## src/rtl/gpzda_sender.sv

```systemverilog
// gpzda_sender
// Serialises one NMEA ZDA sentence ("$GPZDA,hhmmss.cc,dd,mm,yyyy,,*CS"),
// presenting one ASCII byte at a time on a data/load stream with ready
// backpressure. The XOR checksum is built while the bytes go out.
//
// Ports:
//   clock       rising-edge clock
//   reset       synchronous, active-high reset
//   start       request one sentence (only looked at while idle)
//   hour_bcd, minute_bcd, second_bcd, centi_bcd, day_bcd, month_bcd
//               two BCD digits each, high nibble = tens
//   year_bcd    four BCD digits, [15:12] = thousands
//   ready       sink accepts the current byte this cycle
//   data        current ASCII byte (8'h00 when load is low)
//   load        data valid
//   busy        sentence in progress
//   done        one-cycle pulse after the last byte was accepted
//   error       one-cycle pulse when start was refused for a nibble > 9
module gpzda_sender #(
   parameter int B           = 8,
   parameter bit APPEND_CRLF = 1'b0
) (
   input  logic         clock,
   input  logic         reset,
   input  logic         start,
   input  logic [7:0]   hour_bcd,
   input  logic [7:0]   minute_bcd,
   input  logic [7:0]   second_bcd,
   input  logic [7:0]   centi_bcd,
   input  logic [7:0]   day_bcd,
   input  logic [7:0]   month_bcd,
   input  logic [15:0]  year_bcd,
   input  logic         ready,
   output logic [B-1:0] data,
   output logic         load,
   output logic         busy,
   output logic         done,
   output logic         error
);

   typedef enum logic [1:0] {IDLE, SEND, DONE} state_t;

   localparam logic [5:0] LAST_IDX = APPEND_CRLF ? 6'd33 : 6'd31;

   state_t      state;
   state_t      state_next;
   logic [5:0]  idx;
   logic [7:0]  csum;
   logic [63:0] fields;
   logic [63:0] fields_in;
   logic        fields_ok;
   logic        error_q;
   logic [7:0]  byte_cur;

   // Upper-case hex digit for a checksum nibble.
   function automatic logic [7:0] hex_ascii(input logic [3:0] n);
      return (n < 4'd10) ? (8'h30 + {4'h0, n}) : (8'h37 + {4'h0, n});
   endfunction

   // ASCII digit for captured nibble k, counted from the hour tens digit.
   function automatic logic [7:0] nib_ascii(input logic [63:0] f, input int k);
      return 8'h30 + {4'h0, f[63-4*k -: 4]};
   endfunction

   assign fields_in = {hour_bcd, minute_bcd, second_bcd, centi_bcd,
                       day_bcd, month_bcd, year_bcd};

   // A start is only honoured when every one of the 16 nibbles is a decimal digit.
   always_comb begin
      fields_ok = 1'b1;
      for (int k = 0; k < 16; k++) begin
         if (fields_in[4*k +: 4] > 4'd9) fields_ok = 1'b0;
      end
   end

   // Byte map: fixed punctuation, digits from the captured fields, then the
   // checksum. By index 30 the accumulator already holds bytes 1..28.
   always_comb begin
      byte_cur = 8'h00;
      case (idx)
         6'd0:  byte_cur = 8'h24;
         6'd1:  byte_cur = 8'h47;
         6'd2:  byte_cur = 8'h50;
         6'd3:  byte_cur = 8'h5A;
         6'd4:  byte_cur = 8'h44;
         6'd5:  byte_cur = 8'h41;
         6'd6, 6'd16, 6'd19, 6'd22, 6'd27, 6'd28:
                byte_cur = 8'h2C;
         6'd7, 6'd8, 6'd9, 6'd10, 6'd11, 6'd12:
                byte_cur = nib_ascii(fields, int'(idx) - 7);
         6'd13: byte_cur = 8'h2E;
         6'd14, 6'd15:
                byte_cur = nib_ascii(fields, int'(idx) - 8);
         6'd17, 6'd18:
                byte_cur = nib_ascii(fields, int'(idx) - 9);
         6'd20, 6'd21:
                byte_cur = nib_ascii(fields, int'(idx) - 10);
         6'd23, 6'd24, 6'd25, 6'd26:
                byte_cur = nib_ascii(fields, int'(idx) - 11);
         6'd29: byte_cur = 8'h2A;
         6'd30: byte_cur = hex_ascii(csum[7:4]);
         6'd31: byte_cur = hex_ascii(csum[3:0]);
         6'd32: byte_cur = 8'h0D;
         6'd33: byte_cur = 8'h0A;
         default: byte_cur = 8'h00;
      endcase
   end

   // State register plus the datapath registers. Fields are captured only
   // on an accepted start, so anything on the inputs during SEND is ignored.
   // The index and checksum only move on a transfer (load is implied by SEND).
   always_ff @(posedge clock) begin
      if (reset) begin
         state   <= IDLE;
         idx     <= '0;
         csum    <= '0;
         fields  <= '0;
         error_q <= 1'b0;
      end else begin
         state   <= state_next;
         error_q <= (state == IDLE) && start && !fields_ok;
         case (state)
            IDLE: begin
               if (start && fields_ok) begin
                  fields <= fields_in;
                  idx    <= '0;
                  csum   <= '0;
               end
            end
            SEND: begin
               if (ready) begin
                  idx <= idx + 6'd1;
                  if (idx >= 6'd1 && idx <= 6'd28) csum <= csum ^ byte_cur;
               end
            end
            default: begin
               idx  <= '0;
               csum <= '0;
            end
         endcase
      end
   end

   // Next-state and output decode. DONE always lasts exactly one cycle and
   // does not look at start.
   always_comb begin
      state_next = state;
      load       = 1'b0;
      busy       = 1'b0;
      done       = 1'b0;
      data       = '0;
      error      = error_q;
      case (state)
         IDLE: begin
            if (start && fields_ok) state_next = SEND;
         end
         SEND: begin
            load = 1'b1;
            busy = 1'b1;
            data = byte_cur;
            if (ready && idx == LAST_IDX) state_next = DONE;
         end
         DONE: begin
            done       = 1'b1;
            state_next = IDLE;
         end
         default: state_next = IDLE;
      endcase
   end

endmodule
```

## config.mk

```make
export PLATFORM = sky130hd
export DESIGN_NAME = gpzda_sender
export DESIGN_NICKNAME = d
export VERILOG_FILES = /design/src/rtl/gpzda_sender.sv
export SDC_FILE = /design/constraint.sdc
export NUM_CORES = 1
export LEC_CHECK = 0
export ABC_AREA = 1
export CELL_PAD_IN_SITES_DETAIL_PLACEMENT = 1
export CELL_PAD_IN_SITES_GLOBAL_PLACEMENT = 2
export CORE_ASPECT_RATIO = 1.25
export CORE_MARGIN = 8
export CORE_UTILIZATION = 31
export DETAILED_ROUTE_END_ITERATION = 7
export PLACE_DENSITY_LB_ADDON = 0.1
export SYNTH_ARGS = -nofsm -noshare
export SYNTH_HDL_FRONTEND = slang
export SYNTH_SLANG_ARGS = --single-unit
```

## constraint.sdc

```tcl
create_clock -name clock -period 6.2 [get_ports clock]
set_input_delay 1.24 -clock clock [delete_from_list [all_inputs] [get_ports clock]]
set_output_delay 1.24 -clock clock [all_outputs]
set_load 0.01 [all_outputs]
```

### Word level (Yosys, flattened, before mapping)

Index checks and enable logic that the tools add are counted.

| operators by class | value |
|---|---|
| add/sub/neg operators | 20 |
| $lt $le $gt $ge | 20 |
| equality and inequality tests | 39 |
| shift-type cells | 5 |
| mux-type cells | 32 |
| bitwise operators | 1 |
| reduce and logical (&&, ||, !) cells | 18 |

Operator list:

| cell | number |
|---|---|
| 67-bit by 10-bit variable part select with 4-bit output | 5 |
| 7-bit case mux with 18 select lines | 1 |
| 6-bit by 5-bit equality test with 1-bit output, second input constant | 16 |
| 4-bit greater-than comparator, second input constant | 16 |
| 6-bit by 4-bit adder with 7-bit output, first input constant | 9 |
| 7-bit by 9-bit subtractor with 10-bit output, first input constant | 5 |
| 6-bit by 4-bit equality test with 1-bit output, second input constant | 8 |
| 8-bit 2-to-1 mux | 4 |
| 6-bit by 4-bit subtractor with 7-bit output, second input constant | 4 |
| 6-bit by 3-bit equality test with 1-bit output, second input constant | 4 |
| 1-bit 2-to-1 mux | 18 |
| 8-bit case mux with 2 select lines | 1 |
| 7-bit 2-to-1 mux | 2 |
| 6-bit by 2-bit equality test with 1-bit output, second input constant | 2 |
| 6-bit equality test, second input constant | 2 |
| 6-bit 2-to-1 mux | 2 |
| 6-bit case mux with 2 select lines | 1 |
| 6-bit OR reduction | 2 |
| 4-bit < comparator, second input constant | 2 |
| 8-bit bitwise XOR | 1 |
| 6-bit by 3-bit subtractor with 7-bit output, second input constant | 1 |
| 6-bit by 1-bit adder with 6-bit output, second input constant | 1 |
| 6-bit by 1-bit equality test with 1-bit output, second input constant | 1 |
| 6-bit by 1-bit >= comparator with 1-bit output, second input constant | 1 |
| 15 further kinds | 26 |

| storage, ports and cells | value |
|---|---|
| bits in registers | 81 |
| bits of input ports | 68 |

### Logic depth before layout (Yosys ltp)

Gate-level depths: netlist of run 1.

| logic depth | value |
|---|---|
| word-level depth | 20 |
| depth in mapped cells | 23 |
| mapped depth without buffers | 21 |

### Worst setup path before layout of run 1

OpenSTA, ideal clock, no wires.

| timing | value |
|---|---|
| kind | flip-flop to output port |
| start | register idx[1] |
| end | output port data[0] |
| arrival | 2.765 ns |
| data required time | 4.960 ns |
| slack | 2.195 ns |
| cell stages (with the launch flop) | 16 |
| path through | dfxtp_1 > inv_1 > ha_1 > buf_2 > o21ai_1 > nor2_4 > nor2_2 > nand3_4 > inv_1 > o21a_1 > inv_1 > ha_1 > xnor2_1 > nor4_1 > nand2_1 > a21oi_1 |

| between the ends | value |
|---|---|
| word-level cells in the longest chain between the ends | 6 |
| elaborated cells on any way between the ends | 62 |
| those cells by class | add/sub (15); eq/ne (33); shift (5); mux (2); reduce/logical (7) |

Ends and longest elaborated chain:

| what | RTL line | source |
|---|---|---|
| from (decl) | 47 | `logic [5:0] idx;` |
| from (signal assigned) | 132 | `idx <= idx + 6'd1;` |
| 6-bit by 4-bit subtractor with 7-bit output, or another cell as far along | 99 | `byte_cur = nib_ascii(fields, int'(idx) - 11);` |
| 7-bit by 9-bit subtractor with 10-bit output | 62 | `return 8'h30 + {4'h0, f[63-4*k -: 4]};` |
| 67-bit by 10-bit variable part select with 4-bit output | 62 |  |
| 6-bit by 4-bit adder with 7-bit output | 62 |  |
| 7-bit case mux with 18 select lines (*) | 80 | `case (idx)` |
| 8-bit 2-to-1 mux (*) | 153 | `case (state)` |
| to (decl) | 34 | `output logic [B-1:0] data,` |

Every way passes the cells marked *; elsewhere a longest branch is shown, timed or not.

### Worst setup path in the final report of run 1

| timing | value |
|---|---|
| start | register idx[1] |
| end | output port data[1] |

The elaborated chain is that of the path after synthesis.

==> results.ini, run 1 <==
[layout]
fin_nets = 886
final_cells = 1019
final_cell_mix = 164 x nand2_1, 87 x inv_1, 85 x nand3_1, 82 x a21oi_1, 80 x dfxtp_1
diodes = 0
area_growth_pct = 25.8
drive_gt1_share_pct = 5.95
final_common_cell = nand2_1

[yosys]
yosysUniqueCellTypes = 40
ys.flop_type = dfxtp_1
synth_fp_nets = 826
synth_seq_cells = 80
synth_top_family_by_area = simple AND/OR/NAND/NOR gates
synthAdderAreaFrac_pct = 4.13
synth-edff-count = 0
synth-xor-area-share_pct = 1.26
yosysSeqAreaShare_pct = 33.0
async_flop_share_pct = 0
synth_area_leaders = dfxtp_1 33%, nand2_1 13%, nand3_1 8.8%, a21oi_1 8.5%, inv_1 6.8%
yosys.area.top_type = dfxtp_1
synth.area.mux_share_pct = 0
yosysTopAreaCellShare_pct = 33.0
synth_area_mm2 = 0.00485
yosys_warnings = 0
synthSimpleGateAreaFrac_pct = 30.5
synth_cells = 742
synth_area_per_cell_um2 = 6.53
synth_compound_gate_area_share_pct = 19.8

[grt]
grt_pass1_wl_um = 28100
grt_pass1_vias = 5465
overflow = 0
grt_use_total_pct = 18.1
antenna_found_initial = 0
grt_max_degree = 71

[outcome]
status = finished clean

[floorplanning]
start_util_pct = 31.4
chipWidth_um = 128
die_area_mm2 = 0.0199
row_count = 51
chipHeight_um = 156
io_pins = 80
core_mm2 = 0.0154

[route]
dr.max_layer_used = met4
wl_met2_um = 9190
wl_met1_um = 7110
wl_per_cell_um = 17.1
met3_length_um = 462
via_per_inst = 4.97
num_vias = 5063
drtIter0Drc = 198
drcViolationCount = 0
routed_wirelength_um = 17500
ant_nets = 0
dr.pass1.iters = 5

[critical_path]
cp_max_fo = 33
cp-startpoint = idx[1]$_SDFFE_PP0P_
cp.arrival_ns = 4.39
cp-start-kind = register
cp.required_ns = 4.96
crit_type = register to output pin
r2r-start = idx[1]$_SDFFE_PP0P_
cp-end-kind = output pin

[sta]
fmax_mhz = 178
setup_viol = 0
relSlewSlack_pct = 30.6
worst_slack_ns = 0.571
post-route-min-period_ns = 5.63
finalCritPeriodShare_pct = 90.8
worst_slew_pin_slew_ns = 1.04
setup_tns_ns = 0
finalHoldViolations = 0
skew_ns = 0.00920
slew_viol_final = 0
rsz0062_at_grt = no

[clock_tree]
clk_latency_ns = 0.35
clk_transition_reported_paths_ns = 0.06
cts_max_level = 3
cts_sinks = 80
post-cts-setup-buffer-count = 0
cts_buffers = 9
clk_path_buf_depth = 2
cts_tree = built
cts_root_buffer = clkbuf_16
hold_buffers = 0
cts_resized = 0

[power_and_ir_drop]
p_leak_nw = 2.49
ir_drop_v = 0.0000994
power_density_mw_per_mm2 = 193

[placed_design]
gp_congestion = 0.876
place_inst = 1003
post-place-ws_ns = 0.899
hpwl_um = 13600
io_buffers = 78

[worst_hold_path]
hold_class = register to register
hp-start = fields[9]$_SDFFE_PP0P_

[job]
max-cap-violations = 0

-- report_power, final --
group	internal, mW	total, mW	switching (mW)
combinational	0.0451	0.0774	0.0323
clock	0.366	0.587	0.221
sequential	0.514	0.515	0.000280
total	0.925	1.18	0.253
-- critical path, stage by stage, from the launching register on --
cell and delay, ns:
dfxtp_1 0.36, inv_1 0.21, ha_1 0.44, inv_1 0.12, nand2_1 0.09, nand2_1 0.05, nand2_1 0.07, nand2_2 0.11
nand3_4 0.15, nand3_4 0.34, nand2_2 0.63, nand2_1 0.15, nand2_1 0.12, nand2_1 0.06, nand3_1 0.11, nand3_1 0.07
nand2_1 0.13, nand2_1 0.09, a21oi_1 0.16, clkdlybuf4s50_1 0.56
-- worst paths after layout --
path	slack [ns]	cells after the start	end
max	0.57	19	data[1]
min	0.45	2	fields[9]$_SDFFE_PP0P_
max reg2reg	2.43	21	csum[1]$_SDFFE_PP0P_
min reg2reg	0.45	2	fields[9]$_SDFFE_PP0P_
-- final cells by class --
type                            count  area, µm²
Clock buffer                       12        246
Clock inverter                      4       76.3
Fill cell                        2008       9340
Inverter                           99        372
Multi-Input combinational cell    527       2700
Sequential cell                    80       1600
Tap cell                          212        265
Timing Repair Buffer               85        833
-- cell usage after synthesis, types with 4 or more instances --
library cell,instances
nor2_1,43
nand3b_1,6
inv_1,88
dfxtp_1,80
inv_2,9
o21ai_1,5
o21ai_0,65
ha_1,16
nor4_1,7
buf_2,9
xor2_1,5
nand2_1,164
nand3_1,85
a211oi_1,9
clkbuf_1,20
a21oi_1,82
buf_4,7
nor2_2,4
-- registers in the layout, summed over array words and instances (netlist names) --
signal / count
csum: 7
error: 1
state: 2
fields: 64
idx: 6
-- per-layer routing --
metal  vias up  GRT usage [%]
li1       2556              -
met1      2373           19.1
met2       100           33.8
met3        34           2.67
met4         0           9.48
met5         -              0
-- cell families after synthesis --
family / after synthesis
other: 1
XOR/XNOR: 7
adder cells (fa/ha/maj): 16
AO/OA/AOI/OAI: 176
flip-flops: 80
AND/OR/NAND/NOR: 327
buffers and inverters: 135
-- metrics by stage --
| stage | utilization, % | hold slack [ns] | power (mW) | instance area, µm² |
|---|---|---|---|---|
| finish | 39.5 | 0.452 | 1.18 | 6100 |
| global route | 39.5 | 0.477 | 1.22 | 6100 |
| CTS | 39.5 | 0.457 | 1.20 | 6100 |
| detailed placement | 37.4 | 0.448 | 0.605 | 5780 |
| global placement | 37.4 | 0.441 | 0.604 | 5780 |
| floorplan | - | 0.424 | 0.547 | 4850 |
Note: power is estimated with default switching activity, not from simulation.
==> inputs of run 2 (changes only) <==
--- a/config.mk
+++ b/config.mk
@@ -11,6 +11,7 @@
 export CORE_ASPECT_RATIO = 1.25
 export CORE_MARGIN = 8
 export CORE_UTILIZATION = 31
+export CTS_CLUSTER_SIZE = 14
 export DETAILED_ROUTE_END_ITERATION = 7
 export PLACE_DENSITY_LB_ADDON = 0.1
 export SYNTH_ARGS = -nofsm -noshare
==> results of run 2 <==
Same layout as run 1: the final DEF is identical, and so are final timing and power.
